### config.mk
export PLATFORM = sky130hd
export DESIGN_NAME = fifo_fwft_rd_stream
export DESIGN_NICKNAME = d
export VERILOG_FILES = /design/src/rtl/fifo_fwft_rd_stream.sv
export SDC_FILE = /design/constraint.sdc
export NUM_CORES = 1
export LEC_CHECK = 0
export CELL_PAD_IN_SITES_DETAIL_PLACEMENT = 0
export CELL_PAD_IN_SITES_GLOBAL_PLACEMENT = 2
export CORE_MARGIN = 1
export CORE_UTILIZATION = 33
export CTS_CLUSTER_SIZE = 16
export DETAILED_ROUTE_END_ITERATION = 10
export PLACE_DENSITY = 0.84
export SYNTH_ARGS = -nofsm -noshare
export SYNTH_HDL_FRONTEND = slang
export SYNTH_SLANG_ARGS = --single-unit
export TNS_END_PERCENT = 30
### constraint.sdc
create_clock -name rd_clk -period 9.39 [get_ports rd_clk]
set_input_delay 2.817 -clock rd_clk [delete_from_list [all_inputs] [get_ports rd_clk]]
set_output_delay 2.817 -clock rd_clk [all_outputs]
set_load 0.01 [all_outputs]
### src/rtl/fifo_fwft_rd_stream.sv
// Read-side adapter: turns a standard-mode (1-cycle latency) FIFO read port into a
// first-word-fall-through valid/ready stream with burst marking and a beat counter.
module fifo_fwft_rd_stream #(
  parameter int c_DATA_WIDTH = 32,
  parameter int c_BURST_LEN  = 256,
  parameter int c_CNT_WIDTH  = 32
) (
  input  logic                    rd_clk,
  input  logic                    rd_rst,
  output logic                    fifo_rd_en,
  input  logic                    fifo_rd_empty,
  input  logic [c_DATA_WIDTH-1:0] fifo_rd_data,
  output logic                    m_valid,
  input  logic                    m_ready,
  output logic [c_DATA_WIDTH-1:0] m_data,
  output logic                    m_last,
  output logic [c_CNT_WIDTH-1:0]  beat_cnt,
  output logic [1:0]              buf_level
);

  localparam int unsigned c_BIDX_WIDTH = (c_BURST_LEN > 1) ? $clog2(c_BURST_LEN) : 1;
  localparam logic [c_BIDX_WIDTH-1:0] c_LAST_IDX = c_BIDX_WIDTH'(c_BURST_LEN - 1);

  logic [c_DATA_WIDTH-1:0] head_q, head_d;
  logic [c_DATA_WIDTH-1:0] tail_q, tail_d;
  logic [1:0]              level_q, level_d;
  logic                    inflight_q, inflight_d;
  logic [c_BIDX_WIDTH-1:0] bidx_q, bidx_d;
  logic [c_CNT_WIDTH-1:0]  cnt_q, cnt_d;

  logic       pop;
  logic       push;
  logic [1:0] level_after_pop;
  logic [2:0] occ_after;

  // NOTE: every signal written here gets a default first, so no path can leave one
  // unassigned and infer a latch.
  always_comb begin
    pop             = (level_q != 2'd0) & m_ready;
    push            = inflight_q;
    level_after_pop = level_q - {1'b0, pop};
    // Occupancy the buffer will need once everything already requested has landed.
    occ_after       = {1'b0, level_q} + {2'b00, inflight_q} - {2'b00, pop};
    fifo_rd_en      = ~rd_rst & ~fifo_rd_empty & (occ_after < 3'd2);
    inflight_d      = fifo_rd_en;

    head_d  = head_q;
    tail_d  = tail_q;
    level_d = level_q + {1'b0, push} - {1'b0, pop};
    if (pop) begin
      head_d = tail_q;
    end
    // The arriving word goes to the first slot left free after this cycle's pop.
    if (push) begin
      if (level_after_pop == 2'd0) begin
        head_d = fifo_rd_data;
      end else begin
        tail_d = fifo_rd_data;
      end
    end

    bidx_d = bidx_q;
    cnt_d  = cnt_q;
    if (pop) begin
      cnt_d  = cnt_q + 1'b1;
      bidx_d = (bidx_q == c_LAST_IDX) ? '0 : bidx_q + 1'b1;
    end
  end

  // NOTE: sequential state uses non-blocking assignments so every flop samples the
  // pre-edge value of its neighbours regardless of statement order.
  always_ff @(posedge rd_clk) begin
    if (rd_rst) begin
      level_q    <= 2'd0;
      inflight_q <= 1'b0;
      bidx_q     <= '0;
      cnt_q      <= '0;
    end else begin
      level_q    <= level_d;
      inflight_q <= inflight_d;
      bidx_q     <= bidx_d;
      cnt_q      <= cnt_d;
    end
  end

  // NOTE: the data slots carry no reset; level_q alone decides whether they hold
  // anything meaningful, so resetting them would only add fan-out.
  always_ff @(posedge rd_clk) begin
    head_q <= head_d;
    tail_q <= tail_d;
  end

  assign m_valid   = (level_q != 2'd0);
  assign m_data    = head_q;
  assign m_last    = m_valid & (bidx_q == c_LAST_IDX);
  assign beat_cnt  = cnt_q;
  assign buf_level = level_q;

endmodule

# Yosys cells after proc, flatten, opt, wreduce, memory -nomap -nowiden
# Index checks and enable logic that the tools add are counted.
word_totals:
  reg_bits: 107
  input_bits: 36
  output_inout_bits: 69
  wordCells: 29
op_classes:
  addsub: 7
  n_lt_le_gt_ge: 1
  n_eq_ne: 1
  n_mux: 4
  bitwise_logic: 7
  n_reduce_logical: 3
ops:
  columns: ["cell", "n"]
  rows:
  - ["32-bit two-way mux", 3]
  - ["32-bit by 1-bit adder with 32-bit output, second input constant", 1]
  - ["8-bit by 1-bit adder with 8-bit output, second input constant", 1]
  - ["8-bit equality test, second input constant", 1]
  - ["8-bit two-way mux", 1]
  - ["1-bit bitwise AND", 4]
  - ["2-bit by 1-bit subtractor with 2-bit output", 2]
  - ["2-bit by 1-bit adder with 3-bit output", 1]
  - ["3-bit by 2-bit less-than comparator with 1-bit output, second input constant", 1]
  - ["1-bit NOT", 3]
  - ["3-bit by 1-bit subtractor with 3-bit output", 1]
  - ["2-bit by 1-bit adder with 2-bit output", 1]
  - ["2-bit zero test", 1]
  - ["2-bit AND reduction", 1]
  - ["2-bit nonzero test", 1]

# Longest topological paths before layout
logic_depth:
  depth_word: 6
  mapped_depth: 9
  mapped_depth_nobuf: 7

# Least setup slack after synthesis
# OpenSTA, ideal clock, no wires.
synth_path:
  path_kind: "input -> output"
  from: "in m_ready"
  to: "out fifo_rd_en"
  arrival_time_ps: 4507
  required_time_ps: 6573
  path_slack_ps: 2066
  path_stages: 8
  n_path_buf: 2
  cell_sequence: "o21ai_2 > buf_2 > buf_2 > nand2_1 > nand2_1 > ha_1 > fa_1 > nor4_1"
synth_via:
  elab_chain_len: 4
synth_lines:
  columns: ["element", "line", "text"]
  rows:
  - ["start: declaration", "14", "input logic m_ready,"]
  - ["1-bit bitwise AND", "39", "pop = (level_q != 2'd0) & m_ready;"]
  - ["3-bit by 1-bit subtractor with 3-bit output", "43", "occ_after = {1'b0, level_q} + {2'b00, inflight_q} - {2'b00, pop};"]
  - ["3-bit by 2-bit less-than comparator with 1-bit output", "44", "fifo_rd_en = ~rd_rst & ~fifo_rd_empty & (occ_after < 3'd2);"]
  - ["1-bit bitwise AND", "44", null]
  - ["end: declaration", "10", "output logic fifo_rd_en,"]
# No other way between the ends.

# Worst setup path in the final report
# Same ends and word-level chain as after synthesis.

==> impl_results.md <==
- Status: finished, final reports clean
- Max VDD drop: 0.000156 V
- CTS Sinks: 107
- CP Max Fanout: 12
- Asr flop ratio synth: 0%
- Post-synthesis area per instance: 10.7 µm²
- WL final: 9310 µm
- Die ar.: 13700 µm²
- Top cell type's share of synthesized area: 34.5%
- Final nets: 543
- Synth area leader: dfxtp_1
- HP Class: flop to flop
- Area growth from synthesis to layout: 33.6%
- CP startpoint kind: input pin
- Required time worst endpoint: 6.57 ns
- Post-CTS setup buffers: 0
- Hold Buf Count CTS: 0
- Most numerous cell in the Yosys netlist: dfxtp_1
- FMAX: 0.119 GHz
- WL/cell: 13.7 µm
- Post-synth cell types: 39
- Pleak: 0.00214 µW
- Critical R2R Capture: beat_cnt[31]$_SDFFE_PP0P_
- Post-DRT Antenna Nets: 0
- Clock-pin slew on the worst setup and hold paths: 0.07 ns
- Io pins: 105
- Top_reg_cell synth: dfxtp_1
- Post-cts resize count: 0
- Register area share after synthesis: 56.5%
- Largest net degree at the start of global routing: 65
- P per Cell Area: 238 nW/µm²
- #FFs+latches synth: 107
- CTS Root Cell: clkbuf_16
- Cell total after placement: 664
- Post-synth EDFFs: 32
- GRT Total Usage: 14.6%
- Post-synth top cells: dfxtp_1 (75), nand2_1 (50), nor2_1 (43)
- Num CTS Buffers: 9
- GR peak layer: met2
- Mapped Cells: 406
- CP startpoint: m_ready
- Final period utilization: 89.2%
- Largest cells by area after synthesis: dfxtp_1 (34%), edfxtp_1 (22%), mux2i_1 (7.3%), xnor2_1 (5.2%), nand2_1 (4.3%)
- Core area: 12700 µm²
- 1st-pass router iterations: 4
- Crit path time final: 8.38 ns
- Layout cell share with drive strength beyond 1: 7.48%
- R2R Path Start: buf_level[1]$_SDFF_PP0_
- Clk Latency, worst-skew pair: 0.35 ns
- Vias in the first global route: 2939
- Max-slew headroom: 32.3%
- DRC Markers: 0
- Max-cap violations: 0
- Initial antenna violation count: 0
- Fin Setup TNS: 0 ns
- Worst slew pin tran: 1.02 ns
- Setup violators final: 0
- CP arrival: 5.56 ns
- Worst R2R Setup Slack: 6.64 ns
- Type of the worst setup path: input pin to output pin
- Via density: 4.62
- Unrepaired setup endpoints after global routing: false
- # rows: 41
- Final cell count without fillers: 680
- Initial Utilization: 34.3%
- GR Util met1: 18.9%
- Bufs on Longest Clock Path: 2
- Worst Setup EP: fifo_rd_en
- H-Tree Depth: 3
- Vias: 3139
- First-pass GRT wire length: 15000 µm
- Worst Clk Skew: 0.00814 ns
- Die width: 117 µm
- Setup crit end kind: output pin
- Grt total ovfl: 0
- Die Y: 117 µm
- GPL Wtd Cong: 0.719
- Post-synthesis cell area: 4360 µm²
- GR Util met2: 20.9%
- Max Slew Vio Count: 0
- Met3 usage: 6.39%
- Reg2reg path depth: 6
- Endpoints failing hold: 0
- Diode count: 0
- Detailed Route Iter0 Violations: 183
- Buffers on Ports: 104
- HPWL after DPL: 6080 µm
- Ys Warns: 0
- Synthesized Nets: 446
- CTS tree: built
## report_power, final
| part | internal [µW] | leakage, µW | switching [µW] |
|---|---|---|---|
| Sequential | 574 | 0.000905 | 49.7 |
| Combinational | 220 | 0.00111 | 192 |
| Clock | 180 | 0.000125 | 171 |
## worst min-delay path by stage
stage	from	to	slack [ns]	cells after the start
2_1_floorplan	bidx_q[1]$_SDFFE_PP0P_	bidx_q[1]$_SDFFE_PP0P_	0.45	2
3_3_place_gp	bidx_q[1]$_SDFFE_PP0P_	bidx_q[1]$_SDFFE_PP0P_	0.47	2
3_5_place_dp	bidx_q[1]$_SDFFE_PP0P_	bidx_q[1]$_SDFFE_PP0P_	0.47	2
4_1_cts	bidx_q[1]$_SDFFE_PP0P_	bidx_q[1]$_SDFFE_PP0P_	0.48	2
5_1_grt	bidx_q[1]$_SDFFE_PP0P_	bidx_q[1]$_SDFFE_PP0P_	0.51	2
6_report	bidx_q[1]$_SDFFE_PP0P_	bidx_q[1]$_SDFFE_PP0P_	0.48	2
## critical path: stages
cell and delay (ns):
clkdlybuf4s50_1 0.57, o21a_1 0.44, nand2b_1 0.17, nand2_1 0.09, ha_1 0.16, fa_1 0.45, nor4_1 0.25, clkdlybuf4s50_1 0.61
## routing by layer
metal | share of wire [%] | routed length [µm]
met5 | 0 | 0
met4 | 1.8 | 170
met3 | 8.6 | 797
met2 | 43 | 3990
met1 | 47 | 4350
## layout by cell type, fill, tap and decap left out, types with 7 or more instances in the layout
master             n
nand4_1            9
clkdlybuf4s50_1  104
mux2i_1           32
nand2_1           50
clkbuf_16          9
o21ai_0           32
nand3_1           10
xnor2_1           26
nor4_2             7
dfxtp_1           75
xor2_1            11
nor2_1            43
edfxtp_1          32
## area by class of cell
class | count | area, µm²
Clock buffer | 10 | 229
Clock inverter | 6 | 41.3
Fill cell | 1278 | 6900
Tap cell | 172 | 215
Multi-Input combinational cell | 271 | 1780
Timing Repair Buffer | 108 | 1070
Sequential cell | 107 | 2460
Inverter | 6 | 22.5
## stage by stage
step	util [%]	total power (µW)	setup WS (ns)	hold WS, ns	instance area (µm²)
detailed placement	43.7	1050	0.997	0.471	5550
finish	45.8	1390	1.01	0.479	5820
floorplan	-	834	2.07	0.454	4360
global route	45.8	1470	0.806	0.513	5820
CTS	45.8	1410	0.960	0.481	5820
global placement	43.7	1040	1.05	0.467	5550
## registers in the layout (all words and copies together), names as in the netlist
signal / flops
beat_cnt: 32
bidx_q: 8
buf_level: 2
inflight_q: 1
m_data: 32
tail_q: 32
## logic make-up (layout without fill, tap and decap cells)
kind of cell | count (synthesis) | after routing | share of synthesized area (%)
buffers and inverters | 28 | 130 | 2.84
XOR/XNOR | 37 | 37 | 7.44
adder cells (fa/ha/maj) | 4 | 4 | 1.32
flip-flops | 107 | 107 | 56.5
AND/OR/NAND/NOR | 157 | 157 | 19.4
multiplexers | 33 | 33 | 7.61
AO/OA/AOI/OAI | 40 | 40 | 4.91
(Power assumes the default switching activity.)
